File: src/rtl/alu_pkg.sv
// alu_pkg: shared opcode encoding and widths for the execute-stage ALU.
// Contents: alu_op_e (4-bit opcode enum), DATA_W, CTR_W.
// Optional feature macro used by the ALU: ALU_SHIFT_EN (compiles in the shifter).
package alu_pkg;

    localparam int unsigned DATA_W = 8;
    localparam int unsigned CTR_W  = 12;

    // Opcodes 1100-1111 are pass-through and are handled as the case default.
    typedef enum logic [3:0] {
        OP_AND  = 4'b0000,
        OP_XOR  = 4'b0001,
        OP_OR   = 4'b0010,
        OP_NOT  = 4'b0011,
        OP_LSL  = 4'b0100,
        OP_ADD  = 4'b0101,
        OP_SUB  = 4'b0110,
        OP_LSR  = 4'b0111,
        OP_LT   = 4'b1000,
        OP_EQ   = 4'b1001,
        OP_SUBC = 4'b1010,
        OP_NE   = 4'b1011
    } alu_op_e;

endpackage : alu_pkg

File: src/rtl/alu_shifter.sv
// alu_shifter: combinational barrel shifter for LSL/LSR.
// Only instantiated when ALU_SHIFT_EN is defined.
// Ports:
//   data_in  [DATA_W-1:0] value to shift
//   amount   [2:0]        shift distance (0..7)
//   fill     1            bit shifted into vacated positions
//   dir_right 1           0 = shift left, 1 = shift right
//   result   [DATA_W-1:0] shifted value
//   carry    1            last bit shifted out (0 when amount is 0)
module alu_shifter
    import alu_pkg::*;
(
    input  logic [DATA_W-1:0] data_in,
    input  logic [2:0]        amount,
    input  logic              fill,
    input  logic              dir_right,
    output logic [DATA_W-1:0] result,
    output logic              carry
);

    localparam int unsigned EXT_W = 2 * DATA_W + 1;

    logic [EXT_W-1:0] ext_l;
    logic [EXT_W-1:0] ext_r;

    // Data sits between a guard bit (catches the carry) and a field of fill
    // bits, so a single shift produces the result, fill and carry together.
    // The guard bit is 0 before shifting, so a zero-length shift yields carry 0.
    always_comb begin
        ext_l  = {1'b0, data_in, {DATA_W{fill}}} << amount;
        ext_r  = {{DATA_W{fill}}, data_in, 1'b0} >> amount;
        result = '0;
        carry  = 1'b0;
        if (dir_right) begin
            result = ext_r[DATA_W:1];
            carry  = ext_r[0];
        end else begin
            result = ext_l[2*DATA_W-1:DATA_W];
            carry  = ext_l[EXT_W-1];
        end
    end

endmodule : alu_shifter

File: src/rtl/alu.sv
// alu: combinational 8-bit execute-stage ALU plus a one-cycle registered
// copy of the instruction counter.
// Config macro: ALU_SHIFT_EN -- when defined, LSL/LSR use alu_shifter;
// otherwise those opcodes pass operand A through.
// Ports:
//   clk, reset         clock, synchronous active-high reset (alu_ctr only)
//   ALUOp [3:0]        operation select
//   inA, inB [7:0]     operands (inB[2:0] is the shift amount)
//   shiftcarry_in      carry-in for SUBC, fill bit for shifts
//   reg_file_ctr [11:0] counter issued with the instruction
//   rslt [7:0]         result (combinational)
//   shiftcarry_out     carry / no-borrow / shifted-out bit (combinational)
//   branchFlag         compare result (combinational)
//   alu_ctr [11:0]     reg_file_ctr delayed by one clock
module alu
    import alu_pkg::*;
(
    input  logic              clk,
    input  logic              reset,
    input  logic [3:0]        ALUOp,
    input  logic [DATA_W-1:0] inA,
    input  logic [DATA_W-1:0] inB,
    input  logic              shiftcarry_in,
    input  logic [CTR_W-1:0]  reg_file_ctr,
    output logic [DATA_W-1:0] rslt,
    output logic              shiftcarry_out,
    output logic              branchFlag,
    output logic [CTR_W-1:0]  alu_ctr
);

    localparam int unsigned SUM_W  = DATA_W + 1;
    localparam int unsigned SUBC_W = DATA_W + 2;

    logic [SUM_W-1:0]  add_sum;
    logic [SUBC_W-1:0] subc_sum;
    logic [CTR_W-1:0]  alu_ctr_d;
    logic [CTR_W-1:0]  alu_ctr_q;

`ifdef ALU_SHIFT_EN
    logic [DATA_W-1:0] shift_rslt;
    logic              shift_carry;

    alu_shifter u_shifter (
        .data_in  (inA),
        .amount   (inB[2:0]),
        .fill     (shiftcarry_in),
        .dir_right(ALUOp == OP_LSR),
        .result   (shift_rslt),
        .carry    (shift_carry)
    );
`endif

    // 9-bit add; SUBC uses 10 bits so A + cin - B (range -255..256) keeps a
    // valid sign bit, whose inverse is the "A + cin >= B" carry.
    always_comb begin
        add_sum  = SUM_W'(inA) + SUM_W'(inB);
        subc_sum = SUBC_W'(inA) + SUBC_W'(shiftcarry_in) - SUBC_W'(inB);
    end

    // Opcode decode: defaults first, then per-opcode overrides.
    always_comb begin
        rslt           = inA;
        shiftcarry_out = 1'b0;
        branchFlag     = 1'b0;
        case (alu_op_e'(ALUOp))
            OP_AND: rslt = inA & inB;
            OP_XOR: rslt = inA ^ inB;
            OP_OR:  rslt = inA | inB;
            OP_NOT: rslt = ~inA;
`ifdef ALU_SHIFT_EN
            OP_LSL, OP_LSR: begin
                rslt           = shift_rslt;
                shiftcarry_out = shift_carry;
            end
`else
            OP_LSL, OP_LSR: rslt = inA;
`endif
            OP_ADD: begin
                rslt           = add_sum[DATA_W-1:0];
                shiftcarry_out = add_sum[DATA_W];
            end
            OP_SUB: begin
                rslt           = inA - inB;
                shiftcarry_out = (inA >= inB);
            end
            OP_LT: begin
                rslt       = '0;
                branchFlag = (inA < inB);
            end
            OP_EQ: begin
                rslt       = '0;
                branchFlag = (inA == inB);
            end
            OP_SUBC: begin
                rslt           = subc_sum[DATA_W-1:0];
                shiftcarry_out = ~subc_sum[SUBC_W-1];
            end
            OP_NE: begin
                rslt       = '0;
                branchFlag = (inA != inB);
            end
            default: rslt = inA;
        endcase
    end

    // Counter pipeline stage next value.
    always_comb begin
        alu_ctr_d = reg_file_ctr;
        if (reset) begin
            alu_ctr_d = '0;
        end
    end

    always_ff @(posedge clk) begin
        alu_ctr_q <= alu_ctr_d;
    end

    assign alu_ctr = alu_ctr_q;

endmodule : alu

File: config.mk
export PLATFORM = sky130hd
export DESIGN_NAME = alu
export DESIGN_NICKNAME = d
export VERILOG_FILES = /design/src/rtl/alu_pkg.sv /design/src/rtl/alu_shifter.sv /design/src/rtl/alu.sv
export SDC_FILE = /design/constraint.sdc
export NUM_CORES = 1
export LEC_CHECK = 0
export CAP_MARGIN = 20
export CORE_ASPECT_RATIO = 1.25
export CORE_MARGIN = 4
export CORE_UTILIZATION = 50
export CTS_CLUSTER_SIZE = 40
export DETAILED_ROUTE_END_ITERATION = 7
export PLACE_DENSITY_LB_ADDON = 0.1
export SETUP_SLACK_MARGIN = 0.2
export SLEW_MARGIN = 5
export SYNTH_ARGS = -nofsm -noshare
export SYNTH_HDL_FRONTEND = slang
export SYNTH_HIERARCHICAL = 1
export SYNTH_SLANG_ARGS = --single-unit
File: constraint.sdc
create_clock -name clk -period 3.1 [get_ports clk]
set_input_delay 0.465 -clock clk [delete_from_list [all_inputs] [get_ports clk]]
set_output_delay 0.465 -clock clk [all_outputs]
set_load 0.01 [all_outputs]
==> results.md, run 1 <==
* Status: aborted with a tool error
* Exit stage: global routing
* Halt Reason: [ERROR GRT-0232] Routing congestion too high. Check the congestion heatmap in the GUI.
* Port Buf Inserts at 56
* Grt repair worst endpoint: shiftcarry_out
* TritonCTS buffer count at 3
* Row count at 26
* Register area share after synthesis at 10.8%
* CTS Sinks at 12
* Asr flop ratio synth at 0%
* Count of cell types in the netlist at 59
* H-tree levels at 1
* Top cells by area, synth: ha_1, dfxtp_1, fa_1
* Die width at 67.8 um
* Top-area cell type share of the netlist area at 18.5%
* Syn. warnings at 6
* Seq cells post-synth at 12
* Io pins at 57
* Mapped Area at 2230 sq um
* Syn nets at 341
* Pre-CTS WS at -0.807 ns
* Post-synth EDFFs at 0
* Most common cell in the netlist: inv_1
* RePlAce Congestion at 0.930
* Syn Area/Cell at 8.42 sq um
* GRT Overall Usage at 83.4%
* Clock Path Buffers at 2
* Synthesized instance count at 265
* Clock root buffer: clkbuf_8
* Hold_buf cts at 0
* Die H at 82.7 um
* Initial Util at 53.2%
* Worst ep type: top-level output
* Most instantiated cells after synthesis: inv_1, ha_1, nor2_1, nor2b_1, nand2_1
* Largest net degree at the start of global routing at 13
* Ys flop type: dfxtp_1
* DP HPWL at 6.39 mm
* Global route overflow at 285
* Area leader, netlist: ha_1
==> metal layers <==
| layer | overflow | global-route usage [%] |
|---|---|---|
| met1 | 1 | 75.2 |
| met2 | 182 | 111 |
| met3 | 3 | 54.3 |
| met4 | 99 | 103 |
| met5 | 0 | 14.6 |
==> through the flow <==
stage	area, sq um	util, %	std cells	hold WS [ns]	setup TNS [ns]
after floorplan	2250	-	265	0.537	0
after global placement	3520	84.0	457	1.02	-5.71
after detailed placement	3520	84.0	457	1.03	-6.29
after CTS	3880	92.5	474	0.768	0
==> logic make-up after synthesis <==
group,Yosys count,synth area share [%]
DFF,12,10.8
AOI/OAI and AO/OA,74,24.4
adders and majority gates,41,25.7
xor gates and xnor gates,10,5.61
muxes,6,5.49
buffers and inverters,48,9.19
and+or+nand+nor,74,18.9
==> timing repair <==
action / 4_1_cts
endpoints found under the hold margin: 0
setup endpoints to repair: 10
buffers inserted: 13
gates resized for setup: 154
pin swaps: 33
cloned: 0
==> run 2, diff against run 1 <==
--- a/config.mk
+++ b/config.mk
@@ -6,13 +6,10 @@
 export NUM_CORES = 1
 export LEC_CHECK = 0
 export CAP_MARGIN = 20
-export CORE_ASPECT_RATIO = 1.25
 export CORE_MARGIN = 4
-export CORE_UTILIZATION = 50
-export CTS_CLUSTER_SIZE = 40
+export CORE_UTILIZATION = 35
 export DETAILED_ROUTE_END_ITERATION = 7
-export PLACE_DENSITY_LB_ADDON = 0.1
-export SETUP_SLACK_MARGIN = 0.2
+export PLACE_DENSITY_LB_ADDON = 0.15
 export SLEW_MARGIN = 5
 export SYNTH_ARGS = -nofsm -noshare
 export SYNTH_HDL_FRONTEND = slang
==> results.md, run 2 <==
* Status: finished, final reports clean
* Worst VDD drop at 0.244 mV
* Number of global-route vias before repair at 2587
* Syn Area/Cell at 8.42 sq um
* Global-route wire length before repair at 12.1 mm
* CP Capture Type: output port
* Clock root buffer: clkbuf_8
* Wire per inst at 15.1 um
* Die area at 7720 sq um
* MaxCap Viol Count at 0
* Layer with the highest usage: met2
* Drt total wl at 7.37 mm
* RSZ-0062 raised after global routing: no
* Clock period minus worst slack at 2.98 ns
* Synth Area in XOR/XNOR at 5.61%
* Int Pwr at 0.000576 W
* Critical path buffers and inverters at 4
* Synthesized instance count at 265
* TritonRoute pass-1 iters at 4
* DR vias at 2517
* DRC at 0
* TritonCTS buffer count at 3
* Initial Util at 36.8%
* Count of cell types in the netlist at 59
* Nets at 491
* Critical Path RT at 2.63 ns
* Ys flop type: dfxtp_1
* Area leader, netlist: ha_1
* GRT met2 Usage at 34.7%
* Post-synth EDFFs at 0
* Drt initial violations at 171
* Syn. warnings at 6
* Max-slew headroom at 72.4%
* Final hold vios at 0
* GRT met1 Usage at 25.2%
* Worst Tran Pin Value at 0.413 ns
* GRT Overall Usage at 19.6%
* Row count at 28
* Post-synthesis mux area share at 5.49%
* Via density per instance at 5.16
* Final WS setup at 0.120 ns
* Most common cell in the netlist: inv_1
* Worst Hold Class: in -> reg
* Clk slew on worst S/H paths at 0.05 ns
* Worst-path maximum fanout at 3
* Synth Area in Adders at 25.7%
* Max stage delay on crit path at 0.40 ns
* Die H at 87.9 um
* Core Box Area at 6060 sq um
* Reg power frac at 18.0%
* Combinational power share at 66.9%
* Io pins at 57
* Switching share of power at 37.0%
* Top cells by area, synth: ha_1, dfxtp_1, fa_1
* Top-area cell type share of the netlist area at 18.5%
* Post-Synth Simple-Gate Area at 18.9%
* Mapped Area at 2230 sq um
* RePlAce Congestion at 0.869
* TritonCTS clock tree: built
* Register area share after synthesis at 10.8%
* Clock power frac at 15.1%
* Commonest non-fill, non-tap cell in the layout: buf_4
* Antenna Violating Nets Remaining at 0
* Seq cells post-synth at 12
* Static leakage at 1.72 nW
* Final setup vio count at 0
* P&R area growth vs syn at 70.1%
* Arrival time worst endpoint at 2.51 ns
* Largest net degree at the start of global routing at 13
* Most frequent cells in the layout: buf_4, clkdlybuf4s50_1, inv_1
* Pins Over Slew Limit at 0
* Slowest stage cell on the critical path: fa_2
* Die width at 87.9 um
* H-tree levels at 1
* Port Buf Inserts at 56
* Initial antenna violation count at 0
* Share of cells above drive strength 1 at 43.6%
* Combinational family with the most area after synthesis: adder cells
* DP Cell Count at 481
* Clock Path Buffers at 2
* Max Fclk at 336 MHz
* Pwr Total at 0.000913 W
* Compound-Gate Fraction of Synth Area at 24.4%
* Met3 usage at 2.82%
* CP Cell Sequence: buf_4, inv_2, ha_4, buf_6, fa_2, nor2b_1, a221o_1, a21oi_1, o21a_1, o211ai_1, o221ai_2, buf_2
* Final core utilization at 62.6%
* Fin cells at 488
* Global route overflow at 0
* Syn nets at 341
* Asr flop ratio synth at 0%
* DP HPWL at 6.05 mm
* Switching power at 0.000337 W
* Top delay family on crit path: compound AO/OA/AOI/OAI gates
* CP startpoint kind: input port
* Most instantiated cells after synthesis: inv_1, ha_1, nor2_1, nor2b_1, nand2_1
* Diode count at 0
* Critical path class: in -> out
* Number of flip-flops in the largest register at 12
* Pre-CTS WS at -0.817 ns
* Post-route clock period utilization at 96.1%
* CTS Sinks at 12
* WHS at 0.781 ns
* Hold_buf cts at 0
* Power per Cell Area at 241 nW/um^2
run 2: repair_timing:
action                                  in CTS  in global routing
gates resized for setup                     93                 37
endpoints found under the setup margin       9                  9
setup buffers                                3                  2
pin swaps                                   21                 23
run 2: final cells by class:
type | instances | area [sq um]
fill | 536 | 2260
tap | 75 | 93.8
inverter | 37 | 146
timing repair buffer | 156 | 1280
clock buffer | 3 | 41.3
sequential | 12 | 240
multi-input combinational | 205 | 2000
run 2: cells by family (layout without fill, tap and decap cells):
group	after synthesis	count (layout)
flip-flops	12	12
multiplexers	6	6
adder cells (fa/ha/maj)	41	41
AO/OA/AOI/OAI	74	74
XOR/XNOR	10	10
buffers and inverters	48	196
AND/OR/NAND/NOR	74	74
run 2: routing by layer:
| layer | share of wire [%] | wire (um) |
|---|---|---|
| met1 | 43 | 3190 |
| met2 | 49 | 3590 |
| met3 | 7.1 | 525 |
| met4 | 0.98 | 72 |
| met5 | 0 | 0 |
run 2: worst paths after layout:
kind	from	cells after the start	to
worst min-delay path	reg_file_ctr[4]	2	alu_ctr[4]$_SDFF_PP0_
worst max-delay path	inA[1]	12	rslt[6]
run 2: power by group through the flow:
stage	logic [W]	clock network [W]	registers, W
6_report	0.000611	0.000138	0.000165
5_1_grt	0.000664	0.000148	0.000165
4_1_cts	0.000582	0.000141	0.000165
3_5_place_dp	0.000570	0	0.000168
3_3_place_gp	0.000561	0	0.000168
2_1_floorplan	0.000286	0	0.000172
run 2: through the flow:
step	area (sq um)	TNS (ns)
2_1_floorplan	2230	0
3_3_place_gp	3550	-5.75
3_5_place_dp	3550	-6.06
4_1_cts	3700	0
5_1_grt	3800	0
6_report	3800	0
No activity file was read; power rests on OpenSTA's default activity.
==> run 3, diff against run 2 <==
--- a/config.mk
+++ b/config.mk
@@ -10,6 +10,7 @@
 export CORE_UTILIZATION = 35
 export DETAILED_ROUTE_END_ITERATION = 7
 export PLACE_DENSITY_LB_ADDON = 0.15
+export SETUP_SLACK_MARGIN = 0.4
 export SLEW_MARGIN = 5
 export SYNTH_ARGS = -nofsm -noshare
 export SYNTH_HDL_FRONTEND = slang
==> results.md, run 3 (same netlist as run 2, synthesis figures left out) <==
* Clock Path Buffers at 2
* TritonCTS buffer count at 3
* Share of cells above drive strength 1 at 49.9%
* GRT Overall Usage at 20.3%
* Power per Cell Area at 243 nW/um^2
* Initial Util at 36.8%
* CTS Sinks at 12
* Max Fclk at 333 MHz
* DRC at 0
* TritonCTS clock tree: built
* P&R area growth vs syn at 82.0%
* DP Cell Count at 475
* Clock period minus worst slack at 3.01 ns
* RSZ-0062 raised after global routing: yes
* Design Area, Final at 4060 sq um
* Via density per instance at 4.99
* Clock root buffer: clkbuf_8
* Slowest stage cell on the critical path: a2111oi_4
* Pins Over Slew Limit at 0
* Final core utilization at 67.0%
* Worst Tran Pin Value at 0.388 ns
* TritonRoute pass-1 iters at 4
* Critical path class: in -> out
* Initial antenna violation count at 0
* Largest net degree at the start of global routing at 13
* CP Capture Type: output port
* Global route overflow at 0
* Drt initial violations at 97
* Worst VDD drop at 0.184 mV
* Row count at 28
* Max-slew headroom at 73.5%
* Io pins at 57
* Hold_buf cts at 0
* Critical path buffers and inverters at 4
* Final setup vio count at 0
* Wire per inst at 15.0 um
* H-tree levels at 1
* Top delay family on crit path: compound AO/OA/AOI/OAI gates
* Die width at 87.9 um
* Fin cells at 502
* Worst Hold Class: in -> reg
* Antenna Violating Nets Remaining at 0
* Cell mode on critical path: ha_4
* Number of flip-flops in the largest register at 12
* Diode count at 0
* Max stage delay on crit path at 0.46 ns
* Status: finished, final reports clean
* Final hold vios at 0
* DP HPWL at 5.99 mm
* Global-route wire length before repair at 12.5 mm
* MaxCap Viol Count at 0
* CP startpoint kind: input port
* CP Cell Sequence: buf_8, clkinvlp_4, ha_4, buf_6, ha_4, or2_4, a2111oi_4, nor2_1, xnor2_1, a22oi_1, o211ai_1, buf_2
* DR vias at 2505
* Number of global-route vias before repair at 2617
* Static leakage at 1.82 nW
* Die H at 87.9 um
* Arrival time worst endpoint at 2.54 ns
* Drt total wl at 7.53 mm
* Commonest non-fill, non-tap cell in the layout: buf_4
* RePlAce Congestion at 0.878
* Critical Path RT at 2.63 ns
* Port Buf Inserts at 56
* Die area at 7720 sq um
* Pwr Total at 0.000987 W
* Most frequent cells in the layout: buf_4, clkdlybuf4s50_1, inv_1
* Nets at 504
* Post-route clock period utilization at 97.0%
* Clk slew on worst S/H paths at 0.05 ns
* Worst-path maximum fanout at 3
* Placed inst area at 3580 sq um
* Core Box Area at 6060 sq um
==> run 3: changes by cell type in the layout (fill, tap and decap cells not counted), moves of 3 or more <==
cell and delta:
buf_4 +3, buf_6 +6, ha_4 +4, a211oi_2 +3, a211oi_1 -3, buf_2 +8
clkbuf_2 -3
==> run 3: layout make-up <==
cell class | count | area [sq um]
Multi-Input combinational cell | 205 | 2110
Fill cell | 510 | 2000
Timing Repair Buffer | 169 | 1420
Sequential cell | 12 | 240
Inverter | 37 | 145
Tap cell | 75 | 93.8
Clock buffer | 4 | 55.1
==> run 3: final timing paths <==
| kind | from | endpoint | slack, ns | cells past startpoint |
|---|---|---|---|---|
| setup / recovery | inB[1] | rslt[5] | 0.09 | 12 |
| hold / removal | reg_file_ctr[1] | alu_ctr[1]$_SDFF_PP0_ | 0.78 | 2 |
==> run 3: through the flow <==
stage          hold slack [ns]  setup WS (ns)  setup TNS, ns
6_report                 0.779         0.0938              0
5_1_grt                  0.781        -0.0191        -0.0344
4_1_cts                  0.774          0.122              0
3_5_place_dp              1.03         -0.882          -6.45
3_3_place_gp              1.02         -0.829          -6.26
2_1_floorplan            0.537          0.315              0
==> run 3: report_power, final <==
part / switching, W / internal (W) / leakage (nW)
sequential: 0.00000176 / 0.000163 / 0.100
clock: 0.0000550 / 0.000112 / 0.0288
combinational: 0.000295 / 0.000360 / 1.69
==> run 3: repair_timing <==
action	in CTS	in global routing
buffers inserted	19	3
setup endpoints to repair	10	10
cloned	1	0
pin swaps	45	10
gates resized for setup	155	9
==> run 3: per-layer routing <==
metal	GRT usage, %	vias up	wire length (um)
li1	-	1264	-
met1	25.1	1157	3210
met2	36.6	70	3770
met3	2.35	14	331
met4	6.00	0	209
met5	0	-	0
==> run 4, diff against run 3 <==
--- a/config.mk
+++ b/config.mk
@@ -16,3 +16,4 @@
 export SYNTH_HDL_FRONTEND = slang
 export SYNTH_HIERARCHICAL = 1
 export SYNTH_SLANG_ARGS = --single-unit
+export TNS_END_PERCENT = 5
==> results.md, run 4 (same netlist as run 2, synthesis figures left out) <==
* Wire per inst at 15.2 um
* P&R area growth vs syn at 74.7%
* Final WS setup at -0.0110 ns
* Worst-path maximum fanout at 3
* RSZ-0062 raised after global routing: yes
* Core Box Area at 6060 sq um
* Via density per instance at 5.05
* Slowest stage cell on the critical path: a2111oi_4
* Power per Cell Area at 246 nW/um^2
* Antenna Violating Nets Remaining at 0
* Port Buf Inserts at 56
* Pins Over Slew Limit at 0
* DP HPWL at 5.98 mm
* TNS Setup at -0.0110 ns
* TritonCTS clock tree: built
* TritonCTS buffer count at 3
* Commonest non-fill, non-tap cell in the layout: buf_4
* DP Cell Count at 477
* Die H at 87.9 um
* Global-route wire length before repair at 12.2 mm
* Static leakage at 1.77 nW
* Number of flip-flops in the largest register at 12
* Largest net degree at the start of global routing at 13
* Worst Tran Pin Value at 0.432 ns
* Initial Util at 36.8%
* Worst hold path depth at 2
* Io pins at 57
* Worst Hold Class: in -> reg
* Fin cells at 494
* Hold endpoint: alu_ctr[1]$_SDFF_PP0_
* MaxCap Viol Count at 0
* # fillers at 550
* Critical path buffers and inverters at 5
* Clock root buffer: clkbuf_8
* Hold_sp: reg_file_ctr[1]
* CP Capture Type: output port
* Share of cells above drive strength 1 at 45.6%
* Critical Path RT at 2.63 ns
* Number of global-route vias before repair at 2556
* Most frequent cells in the layout: buf_4, clkdlybuf4s50_1, inv_1
* Die area at 7720 sq um
* Top delay family on crit path: buffers and inverters
* Drt total wl at 7.52 mm
* Clk slew on worst S/H paths at 0.05 ns
* CP startpoint kind: input port
* Global route overflow at 0
* Final setup vio count at 1
* Drt initial violations at 85
* Status: finished, violations left
* Nets at 496
* Arrival time worst endpoint at 2.65 ns
* Initial antenna violation count at 0
* CP Cell Sequence: buf_8, clkinvlp_4, ha_4, buf_4, ha_2, or2_4, a2111oi_4, buf_4, o41ai_4, and3b_1, o21ai_1, nand3_1, buf_2
* Post-route clock period utilization at 100%
* Final hold vios at 0
* DR vias at 2495
* CTS Sinks at 12
* Pwr Total at 0.000961 W
* Worst VDD drop at 0.306 mV
* Failing checks: setup timing
* Max-slew headroom at 71.1%
* RePlAce Congestion at 0.846
* H-tree levels at 1
* DRC at 0
* Critical path class: in -> out
* Max Fclk at 321 MHz
* GRT Overall Usage at 19.7%
* Clock period minus worst slack at 3.11 ns
* Max stage delay on crit path at 0.42 ns
* Die width at 87.9 um
* Row count at 28
* Diode count at 0
* TritonRoute pass-1 iters at 5
* Clock Path Buffers at 2
* Cell mode on critical path: buf_4
[run 4: how the worst max path moves through the flow]
stage,to,depth (start not counted),startpoint,slack [ns]
4_1_cts,rslt[6],13,inB[1],0.02
3_5_place_dp,rslt[7],11,inB[1],-0.88
6_report,shiftcarry_out,13,inB[1],-0.01
3_3_place_gp,rslt[7],11,inB[1],-0.86
2_1_floorplan,rslt[7],9,inB[1],0.32
5_1_grt,rslt[7],14,inB[1],-0.11
[run 4: timing repair]
action	in CTS	in global routing
endpoints found under the setup margin	10	10
gates resized for setup	108	27
hold buffers	0	0
pin swaps	31	17
buffers inserted	12	1
[run 4: metrics by stage]
stage          utilization [%]  hold slack [ns]  setup slack (ns)  cell area (sq um)
2_1_floorplan                -            0.537             0.315               2270
3_3_place_gp              58.7             1.02            -0.857               3560
3_5_place_dp              58.7             1.03            -0.881               3560
4_1_cts                   63.3            0.774            0.0157               3840
5_1_grt                   64.3            0.779            -0.112               3900
6_report                  64.3            0.775           -0.0110               3900
[run 4: power by group]
part / internal (W) / switching [W]
Sequential: 0.000163 / 0.00000182
Combinational: 0.000340 / 0.000288
Clock: 0.000112 / 0.0000567
[run 4: final cells by class]
class                           count  area, sq um  share of cell area, %
Tap cell                           75         93.8                   2.41
Multi-Input combinational cell    205         2030                   52.2
Timing Repair Buffer              161         1330                   34.1
Sequential cell                    12          240                   6.16
Inverter                           37          145                   3.72
Clock buffer                        4         55.1                   1.41
[run 4: metal layers]
| metal | vias up | part of all wire [%] | wire length (um) | track usage [%] |
|---|---|---|---|---|
| met1 | 1155 | 44 | 3300 | 26.6 |
| li1 | 1243 | - | - | - |
| met5 | - | 0 | 0 | 0 |
| met2 | 89 | 49 | 3720 | 34.9 |
| met3 | 8 | 5.6 | 420 | 2.26 |
| met4 | 0 | 1.0 | 77 | 2.23 |
